$ cat src/rtl/power_pkg.sv
`default_nettype none
// ============================================================================
// power_pkg : power-state encoding, power-down step codes and state helper
// Revision  : 1.0
// ============================================================================
package power_pkg;

    typedef enum logic [2:0] {
        PS_SHUTDOWN  = 3'd0,
        PS_DEEPSLEEP = 3'd1,
        PS_SLEEP     = 3'd2,
        PS_ACTIVE    = 3'd3,
        PS_PWRUP     = 3'd4,
        PS_PWRDN     = 3'd5
    } power_state_e;

    // One code per cycle of the fixed power-down sequence
    localparam logic [1:0] PD_SAVE = 2'd0;
    localparam logic [1:0] PD_ISO  = 2'd1;
    localparam logic [1:0] PD_OFF  = 2'd2;

    function automatic logic ps_is_run(input power_state_e s);
        return (s == PS_ACTIVE) || (s == PS_SLEEP);
    endfunction

endpackage
`default_nettype wire

$ cat src/rtl/power_idle_timer.sv
`default_nettype none
// ============================================================================
// power_idle_timer : saturating idle counter with clear, enable and match flag
// Revision         : 1.0
// ============================================================================
module power_idle_timer #(
    parameter int CNT_W = 16
) (
    input  logic             clk,
    input  logic             reset,
    input  logic             clr,
    input  logic             en,
    input  logic [CNT_W-1:0] timeout,
    output logic             match
);

    logic [CNT_W-1:0] count_q;
    logic [CNT_W-1:0] count_d;

    always_comb begin
        count_d = count_q;
        if (clr) begin
            count_d = '0;
        end else if (en && (count_q != '1)) begin
            count_d = count_q + CNT_W'(1);
        end
    end

    always_ff @(posedge clk or posedge reset) begin
        if (reset) begin
            count_q <= '0;
        end else begin
            count_q <= count_d;
        end
    end

    // Fires on the idle cycle that completes the programmed count; zero disables
    assign match = en && (timeout != '0) && (count_q == (timeout - CNT_W'(1)));

endmodule
`default_nettype wire

$ cat src/rtl/power_seq_ctrl.sv
`default_nettype none
// ============================================================================
// power_seq_ctrl : core-domain power mode controller with up/down sequencing
// Revision       : 1.0
// ============================================================================
module power_seq_ctrl
    import power_pkg::*;
#(
    parameter int NUM_WAKE    = 4,
    parameter int CNT_W       = 16,
    parameter int SETTLE_CYC  = 8,
    parameter int ACK_TIMEOUT = 64
) (
    input  logic                clk,
    input  logic                reset,
    input  logic [NUM_WAKE-1:0] wake_src,
    input  logic [NUM_WAKE-1:0] wake_mask,
    input  logic                radio_request,
    input  logic                cpu_idle,
    input  logic                radio_idle,
    input  logic                shutdown_cmd,
    input  logic [CNT_W-1:0]    sleep_timeout,
    input  logic [CNT_W-1:0]    deep_timeout,
    input  logic                pwr_ack,
    output logic [2:0]          power_state,
    output logic                pwr_en,
    output logic                iso_en,
    output logic                clk_en,
    output logic                ret_save,
    output logic                ret_restore,
    output logic                wake_pending,
    output logic                pwr_fault
);

    localparam int SET_W = (SETTLE_CYC  > 1) ? $clog2(SETTLE_CYC)  : 1;
    localparam int ACK_W = (ACK_TIMEOUT > 1) ? $clog2(ACK_TIMEOUT) : 1;
    localparam logic [SET_W-1:0] SETTLE_LAST = SET_W'(SETTLE_CYC - 1);
    localparam logic [ACK_W-1:0] ACK_LAST    = ACK_W'(ACK_TIMEOUT - 1);

    power_state_e     state_q,  state_d;
    power_state_e     target_q, target_d;
    logic [1:0]       pd_step_q, pd_step_d;
    logic [SET_W-1:0] settle_q, settle_d;
    logic [ACK_W-1:0] ack_cnt_q, ack_cnt_d;
    logic             pwr_en_q, pwr_en_d;
    logic             iso_en_q, iso_en_d;
    logic             clk_en_q, clk_en_d;
    logic             ret_save_q, ret_save_d;
    logic             ret_restore_q, ret_restore_d;
    logic             wake_pending_q, wake_pending_d;
    logic             pwr_fault_q, pwr_fault_d;

    logic             wake_w;
    logic             idle_w;
    logic             timer_en;
    logic             timer_clr;
    logic             timer_match;
    logic [CNT_W-1:0] timer_limit;

    assign wake_w = (|(wake_src & ~wake_mask)) | radio_request;
    assign idle_w = cpu_idle & radio_idle & ~radio_request;

    assign timer_en    = idle_w && ps_is_run(state_q);
    assign timer_clr   = !timer_en || (state_d != state_q);
    assign timer_limit = (state_q == PS_SLEEP) ? deep_timeout : sleep_timeout;

    power_idle_timer #(
        .CNT_W (CNT_W)
    ) u_idle_timer (
        .clk     (clk),
        .reset   (reset),
        .clr     (timer_clr),
        .en      (timer_en),
        .timeout (timer_limit),
        .match   (timer_match)
    );

    always_comb begin
        state_d        = state_q;
        target_d       = target_q;
        pd_step_d      = PD_SAVE;
        settle_d       = '0;
        ack_cnt_d      = '0;
        ret_restore_d  = 1'b0;
        pwr_fault_d    = pwr_fault_q;
        wake_pending_d = wake_pending_q | (wake_w && (state_q != PS_ACTIVE));

        case (state_q)
            PS_SHUTDOWN: begin
                if (wake_w) state_d = PS_DEEPSLEEP;
            end
            PS_DEEPSLEEP: begin
                if (shutdown_cmd) begin
                    state_d = PS_SHUTDOWN;
                end else if (wake_w || wake_pending_q) begin
                    state_d = PS_PWRUP;
                end
            end
            PS_PWRUP: begin
                // Settle needs consecutive ack cycles; timeout needs consecutive non-ack cycles
                if (pwr_ack) begin
                    if (settle_q == SETTLE_LAST) begin
                        state_d       = PS_ACTIVE;
                        ret_restore_d = 1'b1;
                    end else begin
                        settle_d = settle_q + SET_W'(1);
                    end
                end else if (ack_cnt_q == ACK_LAST) begin
                    pwr_fault_d = 1'b1;
                    state_d     = PS_DEEPSLEEP;
                end else begin
                    ack_cnt_d = ack_cnt_q + ACK_W'(1);
                end
            end
            PS_ACTIVE: begin
                if (shutdown_cmd) begin
                    state_d  = PS_PWRDN;
                    target_d = PS_SHUTDOWN;
                end else if (timer_match) begin
                    state_d = PS_SLEEP;
                end
            end
            PS_SLEEP: begin
                if (shutdown_cmd) begin
                    state_d  = PS_PWRDN;
                    target_d = PS_SHUTDOWN;
                end else if (wake_w || !cpu_idle) begin
                    state_d = PS_ACTIVE;
                end else if (timer_match) begin
                    state_d  = PS_PWRDN;
                    target_d = PS_DEEPSLEEP;
                end
            end
            PS_PWRDN: begin
                if (pd_step_q == PD_OFF) begin
                    state_d = target_q;
                end else begin
                    pd_step_d = pd_step_q + 2'd1;
                end
            end
            default: begin
                state_d        = PS_SHUTDOWN;
                target_d       = PS_SHUTDOWN;
                wake_pending_d = 1'b0;
            end
        endcase

        if (state_d == PS_ACTIVE) wake_pending_d = 1'b0;

        // Rail, isolation and clock controls follow the state being entered
        pwr_en_d = 1'b0;
        iso_en_d = 1'b1;
        case (state_d)
            PS_PWRUP: begin
                pwr_en_d = 1'b1;
            end
            PS_ACTIVE, PS_SLEEP: begin
                pwr_en_d = 1'b1;
                iso_en_d = 1'b0;
            end
            PS_PWRDN: begin
                pwr_en_d = (pd_step_d != PD_OFF);
                iso_en_d = (pd_step_d == PD_ISO) || (pd_step_d == PD_OFF);
            end
            default: begin
                pwr_en_d = 1'b0;
                iso_en_d = 1'b1;
            end
        endcase
        clk_en_d   = (state_d == PS_ACTIVE);
        ret_save_d = (state_d == PS_PWRDN) && (pd_step_d == PD_SAVE);
    end

    always_ff @(posedge clk or posedge reset) begin
        if (reset) begin
            state_q        <= PS_SHUTDOWN;
            target_q       <= PS_SHUTDOWN;
            pd_step_q      <= PD_SAVE;
            settle_q       <= '0;
            ack_cnt_q      <= '0;
            pwr_en_q       <= 1'b0;
            iso_en_q       <= 1'b1;
            clk_en_q       <= 1'b0;
            ret_save_q     <= 1'b0;
            ret_restore_q  <= 1'b0;
            wake_pending_q <= 1'b0;
            pwr_fault_q    <= 1'b0;
        end else begin
            state_q        <= state_d;
            target_q       <= target_d;
            pd_step_q      <= pd_step_d;
            settle_q       <= settle_d;
            ack_cnt_q      <= ack_cnt_d;
            pwr_en_q       <= pwr_en_d;
            iso_en_q       <= iso_en_d;
            clk_en_q       <= clk_en_d;
            ret_save_q     <= ret_save_d;
            ret_restore_q  <= ret_restore_d;
            wake_pending_q <= wake_pending_d;
            pwr_fault_q    <= pwr_fault_d;
        end
    end

    assign power_state  = state_q;
    assign pwr_en       = pwr_en_q;
    assign iso_en       = iso_en_q;
    assign clk_en       = clk_en_q;
    assign ret_save     = ret_save_q;
    assign ret_restore  = ret_restore_q;
    assign wake_pending = wake_pending_q;
    assign pwr_fault    = pwr_fault_q;

endmodule
`default_nettype wire

$ cat config.mk
export PLATFORM = sky130hd
export DESIGN_NAME = power_seq_ctrl
export DESIGN_NICKNAME = d
export VERILOG_FILES = /design/src/rtl/power_pkg.sv /design/src/rtl/power_idle_timer.sv /design/src/rtl/power_seq_ctrl.sv
export SDC_FILE = /design/constraint.sdc
export NUM_CORES = 1
export LEC_CHECK = 0
export CORE_MARGIN = 4
export CORE_UTILIZATION = 35
export CTS_CLUSTER_SIZE = 12
export DETAILED_ROUTE_END_ITERATION = 10
export SLEW_MARGIN = 20
export SYNTH_ARGS = -nofsm -noshare
export SYNTH_HDL_FRONTEND = slang
export SYNTH_HIERARCHICAL = 1
export SYNTH_SLANG_ARGS = --single-unit
$ cat constraint.sdc
create_clock -name clk -period 7 [get_ports clk]
set_input_delay 1.75 -clock clk [delete_from_list [all_inputs] [get_ports clk]]
set_output_delay 1.75 -clock clk [all_outputs]
set_load 0.01 [all_outputs]
==> After elaboration in Yosys (flattened, before gate mapping) <==
Index checks and enable logic that the tools add are counted.
{ "op_classes": {"n_addsub": 5, "eq_ne": 22, "muxes": 36, "bitwise": 9, "reduce_logical": 24} }
{ "op_table": {"columns": ["operator", "count"], "rows": [
  ["3-bit 2-to-1 mux", 19],
  ["16-bit 2-to-1 mux", 3],
  ["6-bit 2-to-1 mux", 3],
  ["3-bit one-hot mux with 6 select lines", 1],
  ["16-bit by 1-bit adder with 16-bit output, second input constant", 1],
  ["16-bit == test", 1],
  ["16-bit != test, second input constant", 1],
  ["16-bit nonzero test", 1],
  ["16-bit by 1-bit subtractor with 16-bit output, second input constant", 1],
  ["3-bit == test, second input constant", 5],
  ["3-bit by 2-bit == test with 1-bit output, second input constant", 4],
  ["3-bit one-hot mux with 3 select lines", 1],
  ["4-bit OR reduction", 2],
  ["6-bit by 1-bit adder with 6-bit output, second input constant", 1],
  ["6-bit == test, second input constant", 1],
  ["1-bit logical AND", 6],
  ["3-bit != test, second input constant", 2],
  ["6-bit OR reduction", 1],
  ["1-bit logical OR", 5],
  ["1-bit 2-to-1 mux", 5],
  ["4-bit bitwise AND", 1],
  ["2-bit == test, second input constant", 2],
  ["2-bit 2-to-1 mux", 2],
  ["2-bit != test, second input constant", 2],
  ["19 further kinds", 25]
]} }
{ "totals": {"regBits": 40, "input_bits": 47, "output_inout_bits": 10} }

==> Logic depth before layout (Yosys ltp) <==
{ "depth": {"depth_word": 12, "depth_mapped": 22, "ltp_nobuf": 18} }

==> Cells and area by module <==
The synthesis kept the hierarchy.
{ "modules_own_cells": {"columns": ["module", "n_inst", "cells_each", "area_per_inst_um2", "seq_area_each_um2"], "rows": [
  ["power_seq_ctrl", 1, 129, 1360.1, 551.8],
  ["power_idle_timer", 1, 168, 1355.0, 400.4]
]} }

==> Worst setup path after synthesis <==
Ideal clock, no wire load.
{ "synth_timing": {"path_kind": "input to register", "start": "in deep_timeout[2]", "end": "reg u_idle_timer.count_q[0]", "arrival_ns": 5.308, "t_required_ns": 6.868, "slack_ns": 1.560, "cell_stages": 17, "n_path_buf": 4, "cell_sequence": "mux2_2 > or4_1 > buf_2 > or2_1 > buf_2 > or4_1 > a311oi_1 > and3_1 > nor2b_1 > o21ai_0 > o2111a_2 > o311ai_4 > nor3_2 > o211ai_2 > buf_1 > clkbuf_1 > nor2_1"} }
{ "synth_between": {"elab_chain_cells": 11} }
{ "synth_lines": {"columns": ["element", "line", "text"], "rows": [
  ["start, declared", "power_seq_ctrl.sv:23", "input logic [CNT_W-1:0] deep_timeout,"],
  ["16-bit 2-to-1 mux (*)", "power_seq_ctrl.sv:65", "assign timer_limit = (state_q == PS_SLEEP) ? deep_timeout : sleep_timeout;"],
  ["16-bit by 1-bit subtractor with 16-bit output / 16-bit nonzero test (equally long branches)", "power_idle_timer.sv:38", "assign match = en && (timeout != '0) && (count_q == (timeout - CNT_W'(1)));"],
  ["16-bit == test / 1-bit logical AND (equally long branches)", "power_idle_timer.sv:38", null],
  ["1-bit logical AND (*)", "power_idle_timer.sv:38", null],
  ["named net timer_match", "power_seq_ctrl.sv:57", "logic timer_match;"],
  ["3-bit 2-to-1 mux", "power_seq_ctrl.sv:129", "end else if (timer_match) begin"],
  ["3-bit 2-to-1 mux", "power_seq_ctrl.sv:127", "end else if (wake_w || !cpu_idle) begin"],
  ["3-bit 2-to-1 mux", "power_seq_ctrl.sv:124", "if (shutdown_cmd) begin"],
  ["3-bit one-hot mux with 6 select lines (*)", "power_seq_ctrl.sv:88", "case (state_q)"],
  ["named net state_d[0]", "power_seq_ctrl.sv:40", "power_state_e state_q, state_d;"],
  ["3-bit != test (*)", "power_seq_ctrl.sv:64", "assign timer_clr = !timer_en || (state_d != state_q);"],
  ["1-bit logical OR (*)", "power_seq_ctrl.sv:64", null],
  ["named net timer_clr", "power_seq_ctrl.sv:56", "logic timer_clr;"],
  ["16-bit 2-to-1 mux / 2-bit nonzero test (equally long branches)", null, null],
  ["end signal, assigned", "power_idle_timer.sv:33", "count_q <= count_d;"],
  ["end, declared", "power_idle_timer.sv:17", "logic [CNT_W-1:0] count_q;"]
]} }
The timed path passes the listed nets; every way through them passes the cells marked *.
A chain may end at the register's enable or synchronous reset.

==> Worst setup path after layout <==
{ "layout_timing": {"start": "in deep_timeout[2]", "end": "reg u_idle_timer.count_q[5]"} }
{ "layout_between": {"elab_chain_cells": 11} }
{ "layout_lines": {"columns": ["element", "line", "text"], "rows": [
  ["16-bit 2-to-1 mux (*)", "power_seq_ctrl.sv:65", null],
  ["named net timer_limit[2]", "power_seq_ctrl.sv:58", "logic [CNT_W-1:0] timer_limit;"],
  ["16-bit by 1-bit subtractor with 16-bit output / 16-bit nonzero test (equally long branches)", "power_idle_timer.sv:38", null],
  ["16-bit == test / 1-bit logical AND (equally long branches)", "power_idle_timer.sv:38", null],
  ["1-bit logical AND (*)", "power_idle_timer.sv:38", null],
  ["named net timer_match", "power_seq_ctrl.sv:57", null],
  ["3-bit 2-to-1 mux", "power_seq_ctrl.sv:129", null],
  ["3-bit 2-to-1 mux", "power_seq_ctrl.sv:127", null],
  ["3-bit 2-to-1 mux", "power_seq_ctrl.sv:124", null],
  ["3-bit one-hot mux with 6 select lines (*)", "power_seq_ctrl.sv:88", null],
  ["named net state_d[0]", "power_seq_ctrl.sv:40", null],
  ["3-bit != test (*)", "power_seq_ctrl.sv:64", null],
  ["1-bit logical OR (*)", "power_seq_ctrl.sv:64", null],
  ["named net timer_clr", "power_seq_ctrl.sv:56", null],
  ["16-bit 2-to-1 mux / 2-bit nonzero test (equally long branches)", null, null]
]} }
Marked as above.

==> impl_metrics.tcl <==
set metrics [dict create \
    port_buffers 56 \
    dr.pass1.iters 5 \
    cp.arrival_ns 5.92 \
    synth.avg_cell_area_um2 9.14 \
    die_w_um 96.1 \
    layout-drive-gt1-share 0.0997 \
    ctsLongestPathBuffers 2 \
    clk_pin_slew_worst_paths_ns 0.08 \
    ios 57 \
    cts_tree "built" \
    wirelength_mm 6.55 \
    max_stage_delay_ns 0.65 \
    setup_viol 0 \
    coreArea_um2 7410 \
    hold_end "settle_q[0]" \
    clk_latency_ns 0.29 \
    htreeDepth 2 \
    hold_depth 1 \
    syn_inst 297 \
    grt_max_degree 23 \
    post-place-ws_ns 0.940 \
    worstRegToRegCells 16 \
    powerDensity_nw_per_um2 179 \
    synth-edff-count 0 \
    synth_top_area_share 0.341 \
    cp_cell_sequence "clkdlybuf4s50_1 -> mux2_2 -> or4_1 -> or2_1 -> or4_1 -> a311oi_1 -> and3_1 -> nor2b_1 -> o21ai_0 -> o2111a_2 -> o311ai_4 -> nor3_2 -> o211ai_2 -> nor2_1" \
    antennaDiodeCount 0 \
    rsz0062_at_grt "no" \
    min_period_ns 5.78 \
    maxCapViolations 0 \
    drcViolationCount 0 \
    crit_top_cell "or4_1" \
    setup_tns_ns 0 \
    yosysTopAreaCell "dfrtp_1" \
    gp_congestion 0.892 \
    path_buf_inv 1 \
    yosys-top-cells-area "dfrtp_1, mux2_2, xor2_1" \
    grt_first_pass_wirelength_mm 10.5 \
    slew_violations 0 \
    setup_ws_ns 1.22 \
    clock-sinks 38 \
    syn_nets 352 \
    dieArea_um2 9230 \
    synth-main-ff-cell "dfrtp_1" \
    ys_ff_latch 38 \
    synthArstFlopShare 1.00 \
    viasPerCell 5.18 \
    crit_fanout 16 \
    hold_viol 0 \
    overflow 0 \
    cts_buffers 5 \
    hold_buffers 0 \
    path_delay_family "simple AND/OR/NAND/NOR gates" \
    hp-class "reg -> reg" \
    areaGrowthSynthToFinish_pct 27.0 \
    relSlewSlack 0.453 \
    power.leakage_nw 1.36 \
    cts_resized 0 \
    grt_pass1_vias 2207 \
    worstSetupEndpointType "flop" \
    ys_warn_count 6 \
    synth.distinct_cells 57 \
    wire_per_inst_um 14.5 \
    worstMarginPinSlew_ns 0.820 \
    worstPathRequired_ns 7.14 \
    period_share 0.826 \
    clock-root-buffer "clkbuf_8" \
    synth_seq_area_share 0.351 \
    die_h_um 96.1 \
    vias 2330 \
    reg2reg_slack_ns 1.78 \
    cp-start-kind "input pin" \
    final_common_cell "clkdlybuf4s50_1" \
    fill_cells 729 \
    cts_setup_buffers 0 \
    hp-start "settle_q[0]" \
    hpwl_mm 5.05 \
    drtAntennaViolNets 0 \
    r2r-end "u_idle_timer/count_q[5]" \
    fmax_ghz 0.173 \
    final_cell_mix "clkdlybuf4s50_1, dfrtp_1, nor2_1" \
    netlist_area_um2 2720 \
    fin_skew_ns 0.0120 \
    timing.rr.start "power_state[2]" \
    final_net_count 405 \
    rows 31 \
    antenna_found_initial 0 \
    drtIter0Drc 118 \
    max-vdd-ir-drop_mv 0.0832 \
    status "completed" \
    start_util 0.366 \
    criticalPathCategory "in -> reg" \
    cpMaxStageDelayCell "or4_1" \
    grtUsageTotal 0.144 \
]
==> cell usage after synthesis (2+ instances only) <==
library cell   n
and2_1         4
buf_2          5
a21oi_1        7
nand4_1        3
or3_1          5
nor4b_1        2
nor3_1         8
nand3b_1       2
a31oi_1        4
inv_1         15
a311oi_1       2
mux2_2        16
and3_1         7
a211oi_1       2
dfrtp_1       37
ha_1           8
nand2_1       13
nor2_1        32
a211o_1        2
and4_1         3
nor2b_1        3
or4_1          3
o21ai_0        8
a21o_1         2
nor3b_1        2
xor2_1        20
nand3_1       13
nor4_1         8
xnor2_1       18
nand2b_1      13
clkbuf_1       4
==> state kept, by name, summed over array words and instances, names as in the netlist <==
name / cells
pd_step_q: 2
settle_q: 3
target_q: 1
iso_en: 1
clk_en: 1
pwr_en: 1
ret_save: 1
ret_restore: 1
wake_pending: 1
u_idle_timer/count_q: 16
power_state: 3
pwr_fault: 1
ack_cnt_q: 6
==> report_power, final <==
| part | leakage (nW) | switching [mW] | total (mW) | internal (mW) |
|---|---|---|---|---|
| clock network | 0.0472 | 0.0790 | 0.158 | 0.0792 |
| registers | 0.514 | 0.0283 | 0.269 | 0.241 |
| logic | 0.801 | 0.0885 | 0.189 | 0.101 |
| total | 1.36 | 0.196 | 0.617 | 0.421 |
==> worst max path at each step <==
stage	from	end	slack, ns	depth (start not counted)
floorplan	deep_timeout[2]	u_idle_timer/count_q[0]	1.56	17
detailed placement	deep_timeout[2]	u_idle_timer/count_q[5]	0.94	14
global placement	deep_timeout[2]	u_idle_timer/count_q[8]	1.05	14
finish	deep_timeout[2]	u_idle_timer/count_q[5]	1.22	14
global route	deep_timeout[2]	u_idle_timer/count_q[5]	0.89	14
CTS	deep_timeout[2]	u_idle_timer/count_q[5]	1.23	14
==> routing by layer <==
| metal | routed length, µm | share of wire | vias up | track usage |
|---|---|---|---|---|
| met5 | 0 | 0 | - | 0 |
| met4 | 108 | 0.016 | 0 | 0.0486 |
| met3 | 417 | 0.064 | 8 | 0.0321 |
| met2 | 2790 | 0.43 | 63 | 0.220 |
| met1 | 3230 | 0.49 | 1099 | 0.200 |
| li1 | - | - | 1160 | - |
==> kinds of logic after synthesis <==
family | count (synthesis) | share of synthesized area
XOR/XNOR | 38 | 0.123
adder cells (fa/ha/maj) | 8 | 0.0369
flip-flops | 38 | 0.351
multiplexers | 17 | 0.0700
buffers and inverters | 26 | 0.0410
AND/OR/NAND/NOR | 130 | 0.266
AO/OA/AOI/OAI | 40 | 0.112
==> area by class of cell <==
| cell class | count | area (µm²) | share of cell area |
|---|---|---|---|
| clock buffer | 6 | 82.6 | 0.0240 |
| clock inverter | 2 | 12.5 | 0.00363 |
| inverter | 15 | 56.3 | 0.0163 |
| multi-input combinational | 233 | 1650 | 0.479 |
| sequential | 38 | 952 | 0.276 |
| tap | 99 | 124 | 0.0359 |
| timing repair buffer | 57 | 568 | 0.165 |
==> through the flow <==
step           instances  total power, mW  hold WS, ns  area, µm²   util
2_1_floorplan        297            0.384        0.409       2720      -
3_3_place_gp         442            0.460        0.431       3350  0.452
3_5_place_dp         442            0.463        0.432       3350  0.452
4_1_cts              450            0.623        0.443       3450  0.465
5_1_grt              450            0.656        0.458       3450  0.465
6_report             450            0.617        0.441       3450  0.465
No activity file was read; power rests on OpenSTA's default activity.
